File: src/rtl/bin2bcd_seq.sv
// Sequential shift-and-add-3 binary-to-BCD converter feeding the HEX digit decoders.
// Optional leading-zero blanking is enabled by defining BIN2BCD_LEADING_ZERO_BLANK_EN.
module bin2bcd_seq #(
  parameter int BIN_W  = 20,
  parameter int DIGITS = 6
) (
  input  logic                  clk,
  input  logic                  rst,
  input  logic                  start,
  input  logic [BIN_W-1:0]      bin_in,
  output logic                  busy,
  output logic                  done,
  output logic [4*DIGITS-1:0]   bcd_out,
  output logic                  ovf,
  output logic [DIGITS-1:0]     digit_blank
);

  localparam int ACC_W = 4 * DIGITS;
  localparam int CNT_W = $clog2(BIN_W + 1);

  typedef enum logic [0:0] {
    IDLE  = 1'b0,
    SHIFT = 1'b1
  } state_t;

  function automatic logic [63:0] pow10(input int n);
    logic [63:0] r;
    r = 64'd1;
    for (int i = 0; i < n; i++) begin
      r = r * 64'd10;
    end
    return r;
  endfunction

  localparam logic [63:0] MAX_VAL = pow10(DIGITS) - 64'd1;

  // Double-dabble correction: every nibble of 5 or more gets 3 added before the shift.
  function automatic logic [ACC_W-1:0] add3(input logic [ACC_W-1:0] acc);
    logic [ACC_W-1:0] r;
    r = acc;
    for (int k = 0; k < DIGITS; k++) begin
      if (acc[4*k +: 4] >= 4'd5) begin
        r[4*k +: 4] = acc[4*k +: 4] + 4'd3;
      end else begin
        r[4*k +: 4] = acc[4*k +: 4];
      end
    end
    return r;
  endfunction

`ifdef BIN2BCD_LEADING_ZERO_BLANK_EN
  localparam logic [DIGITS-1:0] BLANK_RST = {{(DIGITS-1){1'b1}}, 1'b0};

  // Digit k is blanked when it and every digit above it are zero; digit 0 always shows.
  function automatic logic [DIGITS-1:0] lead_blank(input logic [ACC_W-1:0] v);
    logic [DIGITS-1:0] b;
    logic              zero_above;
    b          = {DIGITS{1'b0}};
    zero_above = 1'b1;
    for (int k = DIGITS - 1; k >= 1; k--) begin
      zero_above = zero_above & (v[4*k +: 4] == 4'd0);
      b[k]       = zero_above;
    end
    return b;
  endfunction

  logic [DIGITS-1:0] blank_q, blank_d;
`endif

  state_t            state_q, state_d;
  logic [BIN_W-1:0]  shift_q, shift_d;
  logic [ACC_W-1:0]  acc_q, acc_d;
  logic [CNT_W-1:0]  cnt_q, cnt_d;
  logic              ovf_pend_q, ovf_pend_d;
  logic              busy_q, busy_d;
  logic              done_q, done_d;
  logic [ACC_W-1:0]  bcd_q, bcd_d;
  logic              ovf_q, ovf_d;
  logic [ACC_W-1:0]  corr_s;
  logic [ACC_W-1:0]  next_acc_s;
  logic [63:0]       bin_ext_s;

  // Next-state and datapath for the IDLE/SHIFT sequencer.
  always_comb begin
    state_d    = state_q;
    shift_d    = shift_q;
    acc_d      = acc_q;
    cnt_d      = cnt_q;
    ovf_pend_d = ovf_pend_q;
    busy_d     = busy_q;
    done_d     = 1'b0;
    bcd_d      = bcd_q;
    ovf_d      = ovf_q;
`ifdef BIN2BCD_LEADING_ZERO_BLANK_EN
    blank_d    = blank_q;
`endif
    corr_s     = add3(acc_q);
    next_acc_s = {corr_s[ACC_W-2:0], shift_q[BIN_W-1]};
    bin_ext_s  = 64'(bin_in);

    case (state_q)
      IDLE: begin
        if (start) begin
          shift_d    = bin_in;
          acc_d      = {ACC_W{1'b0}};
          cnt_d      = CNT_W'(BIN_W);
          ovf_pend_d = (bin_ext_s > MAX_VAL);
          busy_d     = 1'b1;
          state_d    = SHIFT;
        end else begin
          busy_d  = 1'b0;
          state_d = IDLE;
        end
      end
      SHIFT: begin
        acc_d   = next_acc_s;
        shift_d = {shift_q[BIN_W-2:0], 1'b0};
        cnt_d   = cnt_q - CNT_W'(1);
        if (cnt_q == CNT_W'(1)) begin
          // Overflowed inputs saturate to all nines instead of showing a wrapped value.
          if (ovf_pend_q) begin
            bcd_d = {DIGITS{4'h9}};
          end else begin
            bcd_d = next_acc_s;
          end
`ifdef BIN2BCD_LEADING_ZERO_BLANK_EN
          if (ovf_pend_q) begin
            blank_d = {DIGITS{1'b0}};
          end else begin
            blank_d = lead_blank(next_acc_s);
          end
`endif
          ovf_d   = ovf_pend_q;
          done_d  = 1'b1;
          busy_d  = 1'b0;
          state_d = IDLE;
        end else begin
          busy_d  = 1'b1;
          state_d = SHIFT;
        end
      end
      default: begin
        busy_d  = 1'b0;
        state_d = IDLE;
      end
    endcase
  end

  // State and output registers.
  always_ff @(posedge clk or posedge rst) begin
    if (rst) begin
      state_q    <= IDLE;
      shift_q    <= {BIN_W{1'b0}};
      acc_q      <= {ACC_W{1'b0}};
      cnt_q      <= {CNT_W{1'b0}};
      ovf_pend_q <= 1'b0;
      busy_q     <= 1'b0;
      done_q     <= 1'b0;
      bcd_q      <= {ACC_W{1'b0}};
      ovf_q      <= 1'b0;
`ifdef BIN2BCD_LEADING_ZERO_BLANK_EN
      blank_q    <= BLANK_RST;
`endif
    end else begin
      state_q    <= state_d;
      shift_q    <= shift_d;
      acc_q      <= acc_d;
      cnt_q      <= cnt_d;
      ovf_pend_q <= ovf_pend_d;
      busy_q     <= busy_d;
      done_q     <= done_d;
      bcd_q      <= bcd_d;
      ovf_q      <= ovf_d;
`ifdef BIN2BCD_LEADING_ZERO_BLANK_EN
      blank_q    <= blank_d;
`endif
    end
  end

  assign busy    = busy_q;
  assign done    = done_q;
  assign bcd_out = bcd_q;
  assign ovf     = ovf_q;
`ifdef BIN2BCD_LEADING_ZERO_BLANK_EN
  assign digit_blank = blank_q;
`else
  assign digit_blank = {DIGITS{1'b0}};
`endif

endmodule

File: config.mk
export PLATFORM = sky130hd
export DESIGN_NAME = bin2bcd_seq
export DESIGN_NICKNAME = d
export VERILOG_FILES = /design/src/rtl/bin2bcd_seq.sv
export SDC_FILE = /design/constraint.sdc
export NUM_CORES = 1
export LEC_CHECK = 0
export CORE_AREA = 4 4 89 91
export CTS_CLUSTER_SIZE = 28
export DETAILED_ROUTE_END_ITERATION = 7
export DIE_AREA = 0 0 93 95
export GPL_TIMING_DRIVEN = 0
export PLACE_DENSITY = 0.78
export SLEW_MARGIN = 15
export SYNTH_ARGS = -nofsm -noshare
export SYNTH_HDL_FRONTEND = slang
export SYNTH_SLANG_ARGS = --single-unit
export TNS_END_PERCENT = 10
File: constraint.sdc
create_clock -name clk -period 3.7 [get_ports clk]
set_clock_uncertainty 0.2 [all_clocks]
set_input_delay 0.74 -clock clk [delete_from_list [all_inputs] [get_ports clk]]
set_output_delay 0.74 -clock clk [all_outputs]
set_load 0.03 [all_outputs]
==> results.md, run 1 <==
- Outcome: completed
- WP data required: 2.76 ns
- Utilization after layout: 0.647
- Hold path cells: 2
- CTS root buffer: clkbuf_8
- Largest net degree at the start of global routing: 45
- Dpl cells: 514
- Non-filler cells in the finished layout: 528
- # resized after CTS: 0
- Die W: 93 um
- WHS Endpoint: bcd_out[23]$_DFFE_PP0P_
- Slowest stage cell, crit path: clkdlybuf4s50_1
- CTS tree: yes
- I/O Buffers: 48
- Share of layout cells above drive strength 1: 0.0909
- Worst IR drop on VDD: 0.344 mV
- IO Pins: 56
- Fmax: 0.416 GHz
- Post-synth top flop: dfrtp_1
- Adder-Cell Fraction of Synth Area: 0.0460
- Synth Area in Compound Gates: 0.161
- Post-synthesis sequential area ratio: 0.506
- Worst r2r path cells: 6
- CP Cell Sequence: clkdlybuf4s50_1
- Post-synthesis mux area share: 0.0901
- Final period util: 0.650
- Mean routed wirelength per cell: 15.9 um
- # fillers: 618
- All-Layer GR Usage: 0.204
- Critical path's top delay family: buffers and inverters
- Final wirelength: 8.37 mm
- Multi-input logic area: 0.00167 sq mm
- Unique cell type count in the Yosys netlist: 33
- Synthesis-to-finish area growth: 21.3%
- Final TNS setup: 0 ns
- Critical path arrival: 1.46 ns
- Yosys reg bits: 77
- CP max FO: 4
- Setup crit end kind: output pin
- Post-synth ARST share: 1.00
- Post-DP HPWL: 6.00 mm
- PD cells: 865 mW/mm^2
- Max_cap viols: 0
- First-pass GRT wire length: 14.1 mm
- RSZ-0062 raised after global routing: no
- Worst-margin pin slew: 0.677 ns
- Worst hold path type: reg2reg
- TritonCTS buffer count: 9
- Vias/cell: 5.47
- Chip height: 95 um
- Initial Utilization: 0.533
- Post-synth EDFFs: 0
- Leak: 2.16 nW
- Total power: 3.99 mW
- Final hold vios: 0
- Worst setup margin: 1.30 ns
- Crit path kind: reg2out
- Post-synthesis xor/xnor area fraction: 0.0207
- YS warnings: 0
- Syn_area_per_cell: 10.5 sq um
- Final #Nets: 463
- Antenna diodes: 0
- Final setup viols: 0
- Post-Syn Area: 0.00381 sq mm
- Total grt overflow: 0
- Drt drc: 0
- Setup Buffers After CTS: 0
- Worst-path clk slew: 0.07 ns
- ANT nets after route: 0
- Simple-gate portion of the synthesized area: 0.116
- Row cnt: 31
- Fin. max-slew vios: 0
- Hold_buf cts: 0
- Worst R2R Setup Slack: 1.87 ns
- Final min period: 2.40 ns
- Worst R2R End: bcd_out[18]$_DFFE_PP0P_
- Vias: 2886
- Number of global-route vias before repair: 2954
- Initial drt markers: 137
- Worst-Skew Late Latency: 0.34 ns
- CTS sink cnt: 77
- Main combinational cell family by area after synthesis: compound AO/OA/AOI/OAI gates
- Number of detailed-route iterations in the first pass: 4
- GP Congestion: 0.782
- H-tree depth: 3
- Pre-CTS setup slack: 1.38 ns
- Buf/Inv on CP: 1
- CP startpoint kind: flip-flop
- Max clock buf depth: 2
- Min-delay src: bcd_out[23]$_DFFE_PP0P_
- Reg-to-reg startpoint: acc_q[16]$_DFFE_PP0P_
- Max stage delay on crit path: 0.70 ns
- Relative slew slack: 0.549
- Cells after synthesis: 361
- Initial antenna violation count: 0
- Register Area: 0.00193 sq mm
- Core ar.: 0.00714 sq mm
- Die footprint: 0.00884 sq mm
==> cell usage in the layout, fill, tap and decap left out, types with 2 or more instances in the layout <==
cell type,instances
a211oi_1,5
a21o_1,12
a21oi_1,29
a22o_1,12
a2bb2oi_1,5
buf_2,8
buf_4,9
buf_6,2
clkbuf_1,9
clkbuf_8,11
clkdlybuf4s50_1,48
clkinv_2,2
conb_1,6
dfrtp_1,77
ha_1,14
inv_1,15
mux2_2,2
mux2i_1,32
nand2_1,36
nand2b_1,9
nor2_1,5
nor3_1,10
nor3b_1,17
o21ai_0,32
o31ai_1,2
xnor2_1,7
xor2_1,2
==> layout make-up <==
type | count | share of cell area
tap | 99 | 0.0268
inverter | 17 | 0.0144
clock buffer | 12 | 0.0336
clock inverter | 2 | 0.00217
sequential | 77 | 0.417
multi-input combinational | 245 | 0.363
timing repair buffer | 49 | 0.108
buffer | 27 | 0.0347
==> state kept, by name, indices dropped and copies added, names as in the netlist <==
signal	cells
ovf_pend_q	1
ovf	1
busy	1
done	1
bcd_out	24
cnt_q	5
shift_q	20
acc_q	24
==> how the worst max path moves through the flow <==
stage | endpoint | start | cells past startpoint | slack, ns
floorplan | acc_q[0]$_DFFE_PP0P_ | rst | 1 | 0.79
global placement | bcd_out[5]$_DFFE_PP0P_ | rst | 2 | -0.45
detailed placement | ovf_pend_q$_DFFE_PP0P_ | bin_in[13] | 4 | 1.38
CTS | busy | busy$_DFF_PP0_ | 1 | 1.28
global route | busy | busy$_DFF_PP0_ | 1 | 1.25
finish | busy | busy$_DFF_PP0_ | 1 | 1.30
==> logic make-up after synthesis <==
group,count (synthesis)
adders and majority gates,14
muxes,34
other,1
xor gates and xnor gates,9
AOI/OAI and AO/OA,99
DFF,77
and+or+nand+nor,83
buffers and inverters,44
==> routing by layer <==
metal / routed length (um) / GRT usage / share of wire
met5: 0 / 0 / 0
met4: 101 / 0.0806 / 0.012
met3: 410 / 0.0295 / 0.049
met2: 4130 / 0.358 / 0.49
met1: 3730 / 0.256 / 0.44
==> Yosys cell counts, types with 2 or more instances <==
cell type | instances | area [sq um]
a211oi_1 | 5 | 37.5
a21o_1 | 12 | 90.1
a21oi_1 | 29 | 145
a22o_1 | 12 | 105
a2bb2oi_1 | 5 | 43.8
buf_2 | 8 | 40.0
buf_4 | 9 | 67.6
buf_6 | 2 | 22.5
clkbuf_1 | 8 | 30.0
dfrtp_1 | 77 | 1930
ha_1 | 14 | 175
inv_1 | 16 | 60.1
mux2_2 | 2 | 22.5
mux2i_1 | 32 | 320
nand2_1 | 36 | 135
nand2b_1 | 9 | 56.3
nor2_1 | 5 | 18.8
nor3_1 | 10 | 50.1
nor3b_1 | 17 | 128
o21ai_0 | 32 | 160
o31ai_1 | 2 | 15.0
xnor2_1 | 7 | 61.3
xor2_1 | 2 | 17.5
==> stage by stage <==
step,hold slack (ns),area (sq um)
after CTS,0.286,4620
after global placement,0.262,4430
after detailed placement,0.269,4450
after floorplan,0.249,3820
final,0.280,4620
after global routing,0.308,4620
==> power breakdown <==
group          total, mW  switching, mW  internal [mW]
clock              0.558          0.287          0.271
sequential          1.50          0.286           1.21
combinational       1.94           1.04          0.893
Note: power is estimated with default switching activity, not from simulation.
==> run 2: changes to the inputs <==
clock period = 2.4 ns   (was 3.7 ns; I/O delays follow)
==> run 2 against run 1 <==
Effect of this change: highest routed layer unchanged; hold slack got worse by 0.046 ns; first-iteration DRC count fell by 4.4%; critical endpoint unchanged; sequential power rose by 53%; die area did not move.
==> results.md, run 2 (synthesis gave the netlist of run 1 again) <==
- Crit path kind: reg2out
- CP max FO: 4 (unchanged)
- CTS root buffer: clkbuf_8
- IO Pins: 56 (unchanged)
- Mean routed wirelength per cell: 15.6 um (-1.3%)
- Number of global-route vias before repair: 2959 (+0.17%)
- Die W: 93 um (unchanged)
- Initial Utilization: 0.533 (unchanged)
- Reg-to-reg startpoint: acc_q[9]$_DFFE_PP0P_
- Most frequent cells in the layout: dfrtp_1, clkdlybuf4s50_1, nand2_1
- Max_cap viols: 0 (unchanged)
- Worst R2R End: bcd_out[10]$_DFFE_PP0P_
- Worst r2r path cells: 6 (unchanged)
- TritonCTS buffer count: 9 (unchanged)
- Die footprint: 0.00884 sq mm (unchanged)
- CP Cell Sequence: clkdlybuf4s50_1
- CTS sink cnt: 77 (unchanged)
- Core ar.: 0.00714 sq mm (unchanged)
- Final #Nets: 464 (+0.22%)
- Total power: 6.11 mW (+53%)
- PD cells: 1320 mW/mm^2 (+53%)
- Antenna diodes: 0 (unchanged)
- Drt drc: 0 (unchanged)
- Largest net degree at the start of global routing: 37 (-18%)
- Setup crit end kind: output pin
- Slowest stage cell, crit path: clkdlybuf4s50_1
- Critical path arrival: 1.45 ns (about the same)
- Worst-path clk slew: 0.07 ns (about the same)
- Final hold vios: 0 (unchanged)
- Initial drt markers: 131 (-4.4%)
- Vias/cell: 5.43 (-0.69%)
- CP startpoint kind: flip-flop
- RSZ-0062 raised after global routing: no
- CTS tree: yes
- I/O Buffers: 48 (unchanged)
- Final setup viols: 0 (unchanged)
- Worst-margin pin slew: 0.682 ns (+0.00521 ns)
- Synthesis-to-finish area growth: 21.7%
- Row cnt: 31 (unchanged)
- First-pass GRT wire length: 14.2 mm (+0.88%)
- Fmax: 0.469 GHz
- Share of layout cells above drive strength 1: 0.0905 (-0.000422)
- Post-DP HPWL: 5.99 mm (-0.28%)
- Setup Buffers After CTS: 0 (unchanged)
- Commonest non-fill, non-tap cell in the layout: dfrtp_1
- Hold_buf cts: 0 (unchanged)
- All-Layer GR Usage: 0.205 (+0.000750)
- Worst IR drop on VDD: 0.417 mV (+21%)
- Worst hold path type: in2async
- Worst-Skew Late Latency: 0.34 ns (about the same)
- Initial antenna violation count: 0 (unchanged)
- # resized after CTS: 0 (unchanged)
- Max stage delay on crit path: 0.70 ns (about the same)
- Final wirelength: 8.29 mm (-0.96%)
- Fin. max-slew vios: 0 (unchanged)
- H-tree depth: 3 (unchanged)
- GP Congestion: 0.803 (+2.7%)
- Critical path's top delay family: buffers and inverters
- Number of detailed-route iterations in the first pass: 4 (unchanged)
- Outcome: completed
- Worst R2R Setup Slack: 0.58 ns (-1.29 ns)
- Total grt overflow: 0 (unchanged)
- Leak: 2.16 nW (about the same)
- Chip height: 95 um (unchanged)
- Vias: 2877 (-0.31%)
- Final min period: 2.13 ns
- Max clock buf depth: 2 (unchanged)
- Relative slew slack: 0.545 (-0.00347)
- ANT nets after route: 0 (unchanged)
- Buf/Inv on CP: 1 (unchanged)
- Final period util: 0.889
- Hold Slack: 0.234 ns (-0.0461 ns)
- WP data required: 1.72 ns (-1.04 ns)
==> run 2: cell count changes in the layout (fill, tap and decap cells not counted) <==
cell	delta
clkbuf_1	+2
clkbuf_8	-1
inv_4	-1
clkinvlp_4	+1
buf_12	+1
==> run 2: area by class of cell <==
| cell class | instances | area, sq um |
|---|---|---|
| multi-input cells | 245 | 1670 |
| fillers | 597 | 2500 |
| well taps | 99 | 124 |
| repair buffers | 50 | 520 |
| clock inverters | 2 | 10.0 |
| plain buffers | 27 | 160 |
| flip-flops and latches | 77 | 1930 |
| clock buffers | 13 | 149 |
| inverters | 17 | 67.6 |
==> run 2: worst max path at each step <==
| stage | from | end | slack [ns] | cells after the start |
|---|---|---|---|---|
| floorplan | acc_q[12]$_DFFE_PP0P_ | bcd_out[14]$_DFFE_PP0P_ | 0.80 | 5 |
| global placement | rst | bcd_out[5]$_DFFE_PP0P_ | -0.04 | 2 |
| detailed placement | bin_in[13] | ovf_pend_q$_DFFE_PP0P_ | 0.33 | 4 |
| CTS | busy$_DFF_PP0_ | busy | 0.24 | 1 |
| global route | busy$_DFF_PP0_ | busy | 0.21 | 1 |
| finish | busy$_DFF_PP0_ | busy | 0.27 | 1 |
==> run 2: power breakdown <==
part / total (mW) / internal, mW / switching [mW]
Sequential: 2.30 / 1.87 / 0.426
Clock: 0.832 / 0.397 / 0.435
Combinational: 2.98 / 1.38 / 1.61
==> run 2: metrics by stage <==
| step | setup slack, ns | cells | utilization | setup TNS, ns | area [sq um] |
|---|---|---|---|---|---|
| 2_1_floorplan | 0.801 | 366 | - | 0 | 3830 |
| 3_3_place_gp | -0.0434 | 513 | 0.621 | -3.01 | 4430 |
| 3_5_place_dp | 0.329 | 515 | 0.627 | 0 | 4470 |
| 4_1_cts | 0.240 | 530 | 0.649 | 0 | 4630 |
| 5_1_grt | 0.210 | 530 | 0.649 | 0 | 4630 |
| 6_report | 0.266 | 530 | 0.649 | 0 | 4630 |
==> run 2: metal layers <==
metal  wire length, um  track usage
met5                 0            0
met4                46       0.0635
met3               375       0.0406
met2              4100        0.353
met1              3770        0.262
